[src/rtl/spiral_gen_param_if.sv]
// rtl/spiral_gen_param_if.sv - pixel, animation-control and colour signals of the spiral generator
interface spiral_gen_param_if;
    logic       pattern_enable;
    logic [9:0] x;
    logic [9:0] y;
    logic       active;
    logic       next_frame;
    logic [2:0] step_size;
    logic       reverse;
    logic       palette_cycle;
    logic [5:0] rgb;

    modport master (
        output pattern_enable, x, y, active, next_frame, step_size, reverse, palette_cycle,
        input  rgb
    );

    modport slave (
        input  pattern_enable, x, y, active, next_frame, step_size, reverse, palette_cycle,
        output rgb
    );
endinterface

[src/rtl/spiral_gen_param.sv]
// rtl/spiral_gen_param.sv - N-arm Manhattan spiral source with rotation and palette cycling
module spiral_gen_param #(
    parameter int NUM_ARMS       = 6,
    parameter int ROT_W          = 6,
    parameter int RADIUS_SHIFT   = 4,
    parameter int MIN_RADIUS     = 20,
    parameter int PALETTE_PERIOD = 8,
    parameter int CENTER_X       = 320,
    parameter int CENTER_Y       = 240
) (
    input  logic                clk,
    input  logic                rst,
    spiral_gen_param_if.slave   bus
);
    localparam logic [9:0] CX      = 10'(CENTER_X);
    localparam logic [9:0] CY      = 10'(CENTER_Y);
    localparam logic [9:0] MIN_R   = 10'(MIN_RADIUS);
    localparam logic [7:0] PAL_END = 8'(PALETTE_PERIOD - 1);
    localparam logic [3:0] ARMS    = 4'(NUM_ARMS);

    logic [ROT_W-1:0] rotation_offset;
    logic [1:0]       subframe_accum;
    logic [7:0]       frame_cnt;
    logic [2:0]       palette_offset;

    logic             frame_update;
    logic [2:0]       frac_sum;
    logic [ROT_W-1:0] delta;

    assign frame_update = bus.pattern_enable && bus.next_frame;
    assign frac_sum     = {1'b0, subframe_accum} + {1'b0, bus.step_size[1:0]};
    // delta is 0, 2 or 4: the integer step plus a carry out of the quarter-frame accumulator
    assign delta = ROT_W'({bus.step_size[2] & frac_sum[2], bus.step_size[2] ^ frac_sum[2], 1'b0});

    always_ff @(posedge clk or posedge rst) begin
        if (rst) begin
            rotation_offset <= '0;
            subframe_accum  <= '0;
            frame_cnt       <= '0;
            palette_offset  <= '0;
        end else if (frame_update) begin
            rotation_offset <= bus.reverse ? rotation_offset - delta : rotation_offset + delta;
            subframe_accum  <= frac_sum[1:0];
            if (bus.palette_cycle) begin
                if (frame_cnt == PAL_END) begin
                    frame_cnt      <= '0;
                    palette_offset <= palette_offset + 3'd1;
                end else begin
                    frame_cnt <= frame_cnt + 8'd1;
                end
            end
        end
    end

    logic       xl, yl;
    logic [9:0] dx, dy;

    assign xl = bus.x < CX;
    assign yl = bus.y < CY;
    assign dx = xl ? CX - bus.x : bus.x - CX;
    assign dy = yl ? CY - bus.y : bus.y - CY;

    logic [9:0] s1_radius;
    logic [2:0] s1_sector;
    logic       s1_active;

    always_ff @(posedge clk or posedge rst) begin
        if (rst) begin
            s1_radius <= '0;
            s1_sector <= '0;
            s1_active <= 1'b0;
        end else begin
            s1_radius <= dx + dy;
            s1_sector <= {~xl, ~yl, dx > dy};
            s1_active <= bus.active;
        end
    end

    logic [ROT_W-1:0] angle;
    logic [ROT_W:0]   phase;
    logic [2:0]       arm_index;
    logic             in_arm;
    logic [2:0]       pal_idx;
    logic [5:0]       pal_color;

    assign angle     = {s1_sector, {(ROT_W-3){1'b0}}} + rotation_offset;
    // extra top bit lets the radial term wrap the phase into the upper arms
    assign phase     = {1'b0, angle} - (ROT_W+1)'(s1_radius >> RADIUS_SHIFT);
    assign arm_index = phase[ROT_W -: 3];
    assign in_arm    = !phase[ROT_W-3] && ({1'b0, arm_index} < ARMS) && (s1_radius > MIN_R);
    assign pal_idx   = arm_index + palette_offset;

    always_comb begin
        pal_color = 6'b000000;
        case (pal_idx)
            3'd0: pal_color = 6'b010001;
            3'd1: pal_color = 6'b100011;
            3'd2: pal_color = 6'b111010;
            3'd3: pal_color = 6'b001110;
            3'd4: pal_color = 6'b011101;
            3'd5: pal_color = 6'b101111;
            3'd6: pal_color = 6'b110000;
            3'd7: pal_color = 6'b000111;
            default: pal_color = 6'b000000;
        endcase
    end

    always_ff @(posedge clk or posedge rst) begin
        if (rst) begin
            bus.rgb <= '0;
        end else begin
            bus.rgb <= (s1_active && in_arm) ? pal_color : 6'b000000;
        end
    end
endmodule

[src/flat_wrapper.sv]
// flat-port wrapper written by rule: the top's interface ports become plain ports
module spiral_gen_param_flat 
#(
    parameter int NUM_ARMS       = 6,
    parameter int ROT_W          = 6,
    parameter int RADIUS_SHIFT   = 4,
    parameter int MIN_RADIUS     = 20,
    parameter int PALETTE_PERIOD = 8,
    parameter int CENTER_X       = 320,
    parameter int CENTER_Y       = 240
)
  (clk, rst, bus_pattern_enable, bus_x, bus_y, bus_active, bus_next_frame, bus_step_size, bus_reverse, bus_palette_cycle, bus_rgb);
  spiral_gen_param_if bus_i ();
  input  logic clk;
  input  logic rst;
  input wire logic [$bits(bus_i.pattern_enable)-1:0] bus_pattern_enable;
  input wire logic [$bits(bus_i.x)-1:0] bus_x;
  input wire logic [$bits(bus_i.y)-1:0] bus_y;
  input wire logic [$bits(bus_i.active)-1:0] bus_active;
  input wire logic [$bits(bus_i.next_frame)-1:0] bus_next_frame;
  input wire logic [$bits(bus_i.step_size)-1:0] bus_step_size;
  input wire logic [$bits(bus_i.reverse)-1:0] bus_reverse;
  input wire logic [$bits(bus_i.palette_cycle)-1:0] bus_palette_cycle;
  output wire logic [$bits(bus_i.rgb)-1:0] bus_rgb;
  assign bus_i.pattern_enable = bus_pattern_enable;
  assign bus_i.x = bus_x;
  assign bus_i.y = bus_y;
  assign bus_i.active = bus_active;
  assign bus_i.next_frame = bus_next_frame;
  assign bus_i.step_size = bus_step_size;
  assign bus_i.reverse = bus_reverse;
  assign bus_i.palette_cycle = bus_palette_cycle;
  assign bus_rgb = bus_i.rgb;
  spiral_gen_param #(.NUM_ARMS(NUM_ARMS), .ROT_W(ROT_W), .RADIUS_SHIFT(RADIUS_SHIFT), .MIN_RADIUS(MIN_RADIUS), .PALETTE_PERIOD(PALETTE_PERIOD), .CENTER_X(CENTER_X), .CENTER_Y(CENTER_Y)) u_core (.clk(clk), .rst(rst), .bus(bus_i));
endmodule
[config.mk]
export PLATFORM = sky130hd
export DESIGN_NAME = spiral_gen_param_flat
export DESIGN_NICKNAME = d
export VERILOG_FILES = /design/src/rtl/spiral_gen_param_if.sv /design/src/rtl/spiral_gen_param.sv /design/src/flat_wrapper.sv
export SDC_FILE = /design/constraint.sdc
export NUM_CORES = 1
export LEC_CHECK = 0
export BUFFER_PORTS_ARGS = -buffer_cell sky130_fd_sc_hd__buf_2
export CAP_MARGIN = 10
export CORE_MARGIN = 8
export CORE_UTILIZATION = 54
export DETAILED_ROUTE_END_ITERATION = 10
export PLACE_DENSITY = 0.84
export SLEW_MARGIN = 25
export SYNTH_ARGS = -nofsm -noshare
export SYNTH_HDL_FRONTEND = slang
export SYNTH_SLANG_ARGS = --single-unit
export TNS_END_PERCENT = 100
[constraint.sdc]
create_clock -name clk -period 3.28 [get_ports clk]
set_input_delay 0.328 -clock clk [delete_from_list [all_inputs] [get_ports clk]]
set_output_delay 0.328 -clock clk [all_outputs]
set_load 0.02 [all_outputs]
; ---- Yosys cells after proc, flatten, opt, wreduce, memory -nomap -nowiden
; Memory sizes are Yosys's and may differ from the RTL's.
; Index checks and enable logic that the tools add are counted.
[totals]
ff_bits = 39
mem_bits_ro = 48
inputBits = 30
output_inout_bits = 6
word_cells = 44
n_memories = 1
[classes]
addsub = 13
n_lt_le_gt_ge = 5
eq_ne = 1
mux = 5
n_bitwise = 4
n_reduce_logical = 7
[memory_table]
columns = name, words, width, rd, rd_ports_with_merged_regs, wr, line_no
row1 = (name not given), 8, 6, 1, 0, 0, spiral_gen_param.sv:95  ; case (pal_idx)
[ops]
columns = op, n
row1 = $mux 10, 2
row2 = $mux 6, 2
row3 = $add 10x10->10, 1
row4 = $gt 10x10->1, 1
row5 = $gt 10x5->1 const B, 1
row6 = $lt 10x8->1 const B, 1
row7 = $lt 10x9->1 const B, 1
row8 = $sub 10x8->10 const B, 1
row9 = $sub 10x9->10 const B, 1
row10 = $sub 8x10->10 const A, 1
row11 = $sub 9x10->10 const A, 1
row12 = $add 8x1->8 const B, 1
row13 = $eq 8x3->1 const B, 1
row14 = $mux 8, 1
row15 = $sub 6x6->7, 1
row16 = $add 6x3->6, 1
row17 = $add 6x6->6, 1
row18 = $sub 6x3->6, 1
row19 = $logic_and 1x1->1, 4
row20 = $add 2x2->3, 1
row21 = $add 3x1->3 const B, 1
row22 = $add 3x3->3, 1
row23 = $lt 3x3->1 const B, 1
row24 = $reduce_and 3->1, 1
row25 = 5 further kinds, 6

; ---- Logic depth before layout (Yosys ltp)
; Gate-level depths: netlist of the first run.
[logic_depth]
word_depth = 7
mapped_depth = 15
ltp_nobuf = 15

; ---- Worst setup path after synthesis of the first run
; OpenSTA, ideal clock, no wires.
[synth_timing]
path_kind = flip-flop to flip-flop
start = register u_core.rotation_offset[3]
end = register u_core.bus.rgb[1]
setup_ns = 0.101
arrival_time_ns = 3.114
required_time_ns = 3.179
setup_slack_ns = 0.065
path_stages_with_launch = 13
n_path_buf = 0
period_less_slack_ns = 3.215
cell_sequence = dfrtp_1 > ha_1 > inv_1 > fa_1 > inv_1 > ha_1 > o2111ai_1 > a31oi_1 > nor2b_1 > fa_1 > xor2_1 > mux2_2 > o32ai_1
[synth_between]
elab_chain_len = 7
elab_cells_between_ends = 10
classes_between = add/sub: 3 / order compare: 1 / mux: 1 / reduce/logical: 4 / memory: 1
[synth_lines]
columns = item, line_no
row1 = start: declaration, spiral_gen_param.sv:21  ; logic [ROT_W-1:0] rotation_offset;
row2 = start signal: assignment, spiral_gen_param.sv:42  ; rotation_offset <= bus.reverse ? rotation_offset - delta : rotation_offset + delta;
row3 = $add 6x6->6 (*), spiral_gen_param.sv:86  ; assign angle = {s1_sector, {(ROT_W-3){1'b0}}} + rotation_offset;
row4 = $sub 6x6->7 (*), spiral_gen_param.sv:88  ; assign phase = {1'b0, angle} - (ROT_W+1)'(s1_radius >> RADIUS_SHIFT);
row5 = branches (longest 4 deep; another with $mem_v2 8x6), --
row6 = $mux 6 (*), spiral_gen_param.sv:112  ; bus.rgb <= (s1_active && in_arm) ? pal_color : 6'b000000;
row7 = end signal: assignment, spiral_gen_param.sv:112
row8 = end: declaration, spiral_gen_param_if.sv:20  ; output rgb
; Mark *: on every way between the ends.
; A chain may end at the register's enable or synchronous reset.

; ---- Worst setup path in the final report of the first run
[layout_timing]
start = register u_core.rotation_offset[3]
end = register u_core.bus.rgb[3]
; Same word-level chain as after synthesis.

==> flow_metrics.py, run 1 <==
metrics = {
    "run_status": {
        "status": "finished, final reports clean",
    },
    "logic_synthesis": {
        "netlist_instances": 353,
        "yosysSeqAreaShare_pct": 29.4,
        "synth_top_area_share_pct": 29.4,
        "synth_top_family_by_area": "adder cells",
        "yosys.area_share.adder_pct": 20.5,
        "yosys-top-cells-area": "dfrtp_1, ha_1, xnor2_1",
        "yosysWarningCount": 0,
        "synth-async-reset-ratio_pct": 100,
        "synth_top_area_cell": "dfrtp_1",
        "synthesis.nets": 433,
        "synth_seq_cells": 38,
        "synth_mux_area_share_pct": 3.33,
        "synth_ff_type": "dfrtp_1",
        "yosysUniqueCellTypes": 48,
        "synth_xor_area_share_pct": 10.6,
        "syn_area_per_cell_um2": 9.16,
        "synthSimpleGateAreaFrac_pct": 16.7,
        "syn-cell-area_um2": 3230,
        "synth_compound_area_share_pct": 13.6,
        "synth-edff-count": 0,
    },
    "sta": {
        "finClkSkew_ps": 8.10,
        "timing.final.ws_setup_ps": 85.2,
        "period_needed_ps": 3190,
        "fmax_ghz": 0.313,
        "finalCritPeriodShare_pct": 97.4,
        "worstMarginPinSlew_ps": 587,
        "setup_viol": 0,
        "drv_slew": 0,
        "relSlewSlack_pct": 60.3,
        "rsz0062_at_grt": "yes",
        "finalHoldViolCount": 0,
    },
    "grt": {
        "gr-total-overflow": 0,
        "antenna_found_initial": 0,
        "grt_max_degree": 24,
        "grt_pass1_wl_um": 11400,
        "grt_usage_pct": 15.8,
        "grt_pass1_vias": 2753,
    },
    "floorplanning": {
        "io_pins": 36,
        "core_um2": 5850,
        "num_rows": 28,
        "die_w_um": 93.4,
        "start_util_pct": 55.2,
        "die_y_um": 93.4,
        "dieArea_um2": 8720,
    },
    "cts": {
        "clock-sinks": 38,
        "cts_hold_buffers": 0,
        "cts_root_buf": "clkbuf_8",
        "cts_buffers": 5,
        "cts_buffer_depth": 2,
        "worstSkewPairLatency_ps": 290,
        "cts_tree": "done",
        "h-tree-depth": 2,
        "clk_pin_slew_ps": 80,
    },
    "setup_path": {
        "cp.arrival_ps": 3360,
        "regToRegSetupSlack_ps": 90,
        "r2r-end": "u_core.bus.rgb[3]$_DFF_PP0_",
        "startpoint_type": "register",
        "worst-path-buf-inv": 3,
        "crit_path_top_delay_cell": "fa_2",
        "slowest_delay_ps": 370,
        "worstSetupEndpointType": "register",
        "reg2reg_depth": 16,
        "reg2reg_from": "u_core.rotation_offset[3]$_DFFE_PP0P_",
        "crit_required_ps": 3440,
        "cp_top_family": "adder cells",
        "cp_max_fo": 3,
        "crit_chain": "ha_1 -> inv_1 -> fa_2 -> xor2_1 -> xnor2_1 -> ha_1 -> inv_2 -> nand4_1 -> nor2b_2 -> fa_2 -> xor2_2 -> buf_4 -> nand2b_1 -> nand2_1 -> nor3_1 -> a211oi_1",
        "path_class": "register to register",
        "crit_path_start": "u_core.rotation_offset[3]$_DFFE_PP0P_",
    },
    "drt": {
        "ant_nets": 0,
        "vias_per_cell": 5.42,
        "drc": 0,
        "wl_per_cell_um": 13.6,
        "drtPass1Iterations": 5,
        "drtIter0Drc": 62,
        "vias": 2578,
        "routed_wl_um": 6490,
    },
    "min_path": {
        "hold_class": "input pin to asynchronous set/reset pin",
    },
    "placement": {
        "numPortBuffers": 35,
        "pre_cts_slack_ps": -176,
        "gp_congestion": 0.850,
        "placed_cell_area_um2": 3530,
        "dp_hpwl_um": 5320,
    },
    "power": {
        "peakVddDrop_mv": 0.657,
        "leakage_nw": 1.82,
        "powerDensity_nw_per_um2": 811,
    },
    "layout": {
        "drive_above_1_share_pct": 18.7,
        "final_cell_area_um2": 3690,
        "fin_nets": 480,
        "fill_cells": 493,
        "antenna_cells": 0,
        "area_growth_pct": 14.2,
    },
    "flow_run": {
        "drv_cap": 0,
    },
}
## how the worst max path moves through the flow
stage	to	slack (ps)	cells past startpoint
after CTS	u_core.bus.rgb[3]$_DFF_PP0_	1	16
after global placement	u_core.bus.rgb[1]$_DFF_PP0_	60	12
after global routing	u_core.bus.rgb[3]$_DFF_PP0_	-70	16
after detailed placement	u_core.bus.rgb[3]$_DFF_PP0_	-180	15
after floorplan	u_core.bus.rgb[1]$_DFF_PP0_	70	12
final	u_core.bus.rgb[3]$_DFF_PP0_	90	16
## what timing repair did
item | CTS | global route
endpoints found under the setup margin | 5 | 5
setup buffers | 1 | 1
cloned | 0 | 0
pin swaps | 1 | 6
gates resized for setup | 4 | 6
## cell usage after synthesis, drive strengths merged, types with 3 or more instances
master and n:
inv 47, ha 45, dfrtp 38, nor2 28
xnor2 26, nand2 23, a21oi 15, o21ai 13
xor2 13, nand2b 9, nor3 9, a31oi 6
mux2 6, nand3 6, nand4 6, nor2b 6
a211oi 5, a21o 5, fa 5, and3 4
mux2i 4, o31ai 3, o41ai 3
## worst reg2reg max path, cell delays in order, from the launching register on
cell and delay, ps:
dfrtp_1 360, ha_1 150, inv_1 50, fa_2 330
xor2_1 170, xnor2_1 130, ha_1 320, inv_2 80
nand4_1 120, nor2b_2 190, fa_2 370, xor2_2 200
buf_4 150, nand2b_1 110, nand2_1 80, nor3_1 190
a211oi_1 70
## stage by stage
step	setup TNS (ps)	total power [W]	instances	util [%]	hold WS, ps
final	0	0.00299	476	63.1	90.1
after floorplan	0	0.00206	353	-	359
after global routing	-152	0.00328	476	63.1	127
after detailed placement	-591	0.00246	466	60.3	425
after global placement	0	0.00236	466	60.3	413
after CTS	0	0.00289	475	62.5	105
## logic make-up after synthesis
family / after synthesis
AND/OR/NAND/NOR: 106
multiplexers: 10
AO/OA/AOI/OAI: 61
flip-flops: 38
buffers and inverters: 49
XOR/XNOR: 39
adder cells (fa/ha/maj): 50
## placed cells by master, fill, tap and decap left out, types with 3 or more instances in the layout
cell,count
a21o_1,5
xnor2_1,26
and3_1,4
fa_1,3
a21oi_1,14
clkbuf_8,6
nor2_1,28
xor2_1,12
nand4_1,6
nand2b_1,9
a31oi_1,5
mux2i_1,4
inv_1,45
nand2_1,23
nand3_1,6
a211oi_1,5
buf_4,7
mux2_2,6
nor3_1,9
buf_2,35
nor2b_1,5
o21ai_0,12
dfrtp_1,38
ha_1,44
## state kept, by name, summed over array words and instances, names as in the netlist
signal / count
u_core.subframe_accum: 2
u_core.rotation_offset: 5
u_core.frame_cnt: 8
u_core.bus.rgb: 6
u_core.palette_offset: 3
u_core.s1_sector: 3
u_core.s1_radius: 10
u_core.s1_active: 1
## final cells by class
cell class / count / area, um^2 / share of cell area (%)
multi-input combinational: 266 / 2140 / 58.1
sequential: 38 / 951 / 25.8
timing repair buffer: 42 / 228 / 6.17
inverter: 47 / 179 / 4.85
tap: 75 / 93.8 / 2.54
clock buffer: 6 / 82.6 / 2.24
clock inverter: 2 / 12.5 / 0.339
## where the power goes
group,switching [W],total (W),internal [W]
clock network,0.000168,0.000337,0.000169
registers,0.0000902,0.000696,0.000606
logic,0.00109,0.00196,0.000875
total,0.00134,0.00299,0.00165
## layer usage
metal | up-vias | global-route usage (%) | part of all wire (%)
li1 | 1308 | - | -
met1 | 1208 | 16.5 | 41
met2 | 49 | 29.6 | 53
met3 | 13 | 3.69 | 3.9
met4 | 0 | 6.31 | 2.1
met5 | - | 0 | 0
Note: power is estimated with default switching activity, not from simulation.
==> inputs of run 2 (changes only) <==
--- a/config.mk
+++ b/config.mk
@@ -7,6 +7,7 @@
 export LEC_CHECK = 0
 export BUFFER_PORTS_ARGS = -buffer_cell sky130_fd_sc_hd__buf_2
 export CAP_MARGIN = 10
+export CORE_ASPECT_RATIO = 0.6
 export CORE_MARGIN = 8
 export CORE_UTILIZATION = 54
 export DETAILED_ROUTE_END_ITERATION = 10
==> run 2 against run 1 <==
Net effect: fmax increased by 1.6%; critical endpoint is now u_core.bus.rgb[0]$_DFF_PP0_; via count increased by 1.8%; global-route usage increased by 0.33 points; largest cell class unchanged; design area increased by 1.4%.
==> flow_metrics.py, run 2 (synthesized netlist as in run 1, its figures left out) <==
metrics = {
    "run_status": {
        "status": "finished, final reports clean",
    },
    "layout": {
        "regMostFlops": "u_core.s1_radius",
        "multiInputGateArea_um2": 2180,
        "largest_registers": "u_core.s1_radius: 10 flops, u_core.frame_cnt: 8 flops, u_core.bus.rgb: 6 flops",
        "antenna_cells": 0,
        "final_cell_mix": "inv_1, ha_1, dfrtp_1",
        "fill_cells": 465,
        "drive_above_1_share_pct": 19.1,
        "ff_latch_area_um2": 951,
        "final_cell_area_um2": 3740,
        "area_growth_pct": 15.8,
        "largest_reg_flops": 10,
        "fin_nets": 482,
    },
    "setup_path": {
        "path_class": "register to register",
        "startpoint_type": "register",
        "worstSetupEndpointType": "register",
        "cp_max_fo": 4,
        "cp.arrival_ps": 3350,
        "crit_required_ps": 3480,
    },
    "power": {
        "peakVddDrop_mv": 0.559,
        "totalPowerFinal_w": 0.00314,
        "power_switching_share_pct": 45.1,
        "power.switching_w": 0.00142,
        "internal_power_w": 0.00172,
        "power_frac_comb_pct": 67.1,
        "clock_power_share_pct": 10.5,
        "pwr-share-seq_pct": 22.5,
        "leakage_nw": 1.84,
        "powerDensity_nw_per_um2": 839,
    },
    "cts": {
        "clk_pin_slew_ps": 80,
        "cts_buffers": 5,
        "cts_hold_buffers": 0,
        "cts_tree": "done",
        "worstSkewPairLatency_ps": 290,
        "h-tree-depth": 2,
        "cts_buffer_depth": 2,
        "clock-sinks": 38,
        "cts_root_buf": "clkbuf_8",
    },
    "drt": {
        "drtIter0Drc": 217,
        "routed_wl_um": 7000,
        "drtPass1Iterations": 5,
        "drc": 0,
        "vias_per_cell": 5.43,
        "ant_nets": 0,
        "wl_per_cell_um": 14.5,
        "vias": 2624,
    },
    "floorplanning": {
        "die_w_um": 116,
        "start_util_pct": 56.9,
        "num_rows": 21,
        "io_pins": 36,
        "core_um2": 5680,
        "dieArea_um2": 8800,
        "die_y_um": 75.9,
    },
    "grt": {
        "gr-total-overflow": 0,
        "grt_usage_pct": 16.2,
        "grt_max_degree": 32,
        "grt_pass1_vias": 2619,
        "antenna_found_initial": 0,
        "grt_pass1_wl_um": 11800,
    },
    "sta": {
        "period_needed_ps": 3140,
        "finalHoldViolCount": 0,
        "setup_tns_ps": 0,
        "worstMarginPinSlew_ps": 650,
        "fin_hold_ws_ps": 119,
        "fmax_ghz": 0.318,
        "drv_slew": 0,
        "timing.final.ws_setup_ps": 136,
        "finClkSkew_ps": 9.86,
        "setup_viol": 0,
        "relSlewSlack_pct": 56.6,
        "finalCritPeriodShare_pct": 95.9,
    },
    "placement": {
        "gp_congestion": 0.880,
        "placed_cell_area_um2": 3550,
        "dp_hpwl_um": 5610,
        "pre_cts_slack_ps": -97.1,
        "numPortBuffers": 35,
    },
    "flow_run": {
        "drv_cap": 0,
    },
    "min_path": {
        "hold_class": "input pin to asynchronous set/reset pin",
    },
}
## run 2: cell count changes in the layout (fill, tap and decap cells not counted), sizes merged
cell	before	now
clkbuf	6	7
buf	42	44
clkinvlp	1	0
## run 2: path summary, 6_finish.rpt
check	from	to	slack (ps)	cells after the start
max reg2reg	u_core.rotation_offset[3]$_DFFE_PP0P_	u_core.bus.rgb[0]$_DFF_PP0_	140	11
min in group clk	bus_active	u_core.s1_active$_DFF_PP0_	130	1
max in group asynchronous	rst	u_core.s1_radius[4]$_DFF_PP0_	2620	3
max	u_core.rotation_offset[3]$_DFFE_PP0P_	u_core.bus.rgb[0]$_DFF_PP0_	140	11
min	rst	u_core.s1_active$_DFF_PP0_	120	2
min reg2reg	u_core.frame_cnt[7]$_DFFE_PP0P_	u_core.frame_cnt[7]$_DFFE_PP0P_	500	1
## run 2: layout make-up
class | count | area share (%)
multi-input cells | 266 | 58.2
flip-flops and latches | 38 | 25.4
repair buffers | 44 | 6.48
inverters | 47 | 4.78
well taps | 80 | 2.67
clock buffers | 7 | 2.31
clock inverters | 1 | 0.134
## run 2: power by group through the flow
| stage | registers (W) | logic (W) | clock network [W] |
|---|---|---|---|
| 2_1_floorplan | 0.000697 | 0.00137 | 0 |
| 3_3_place_gp | 0.000703 | 0.00172 | 0 |
| 3_5_place_dp | 0.000709 | 0.00180 | 0 |
| 4_1_cts | 0.000704 | 0.00183 | 0.000331 |
| 5_1_grt | 0.000723 | 0.00235 | 0.000348 |
| 6_report | 0.000705 | 0.00211 | 0.000329 |
## run 2: metal layers
| metal | routed length (um) | vias up | GRT usage [%] |
|---|---|---|---|
| met5 | 0 | - | 0 |
| met4 | 29 | 0 | 3.22 |
| met3 | 377 | 4 | 2.85 |
| met2 | 2920 | 79 | 23.6 |
| met1 | 3670 | 1232 | 24.1 |
| li1 | - | 1309 | - |
## run 2: what timing repair did
item	in CTS	in global routing
buffers inserted	1	1
endpoints found under the setup margin	2	5
pin swaps	1	5
hold endpoints to repair	0	0
resized for setup	1	14
## run 2: stage by stage
stage / instances / util (%)
after floorplan: 353 / -
after global placement: 473 / 62.5
after detailed placement: 473 / 62.5
after CTS: 482 / 64.4
after global routing: 483 / 66.0
final: 483 / 66.0
## run 2: critical path: stages (launching register included)
cell and delay (ps):
dfrtp_1 390, ha_1 310, ha_1 380, o21ai_0 130, a21oi_1 220, nor2_1 80
xnor2_1 130, ha_1 210, fa_2 410, xor2_4 250, mux2_4 350, o32ai_4 200
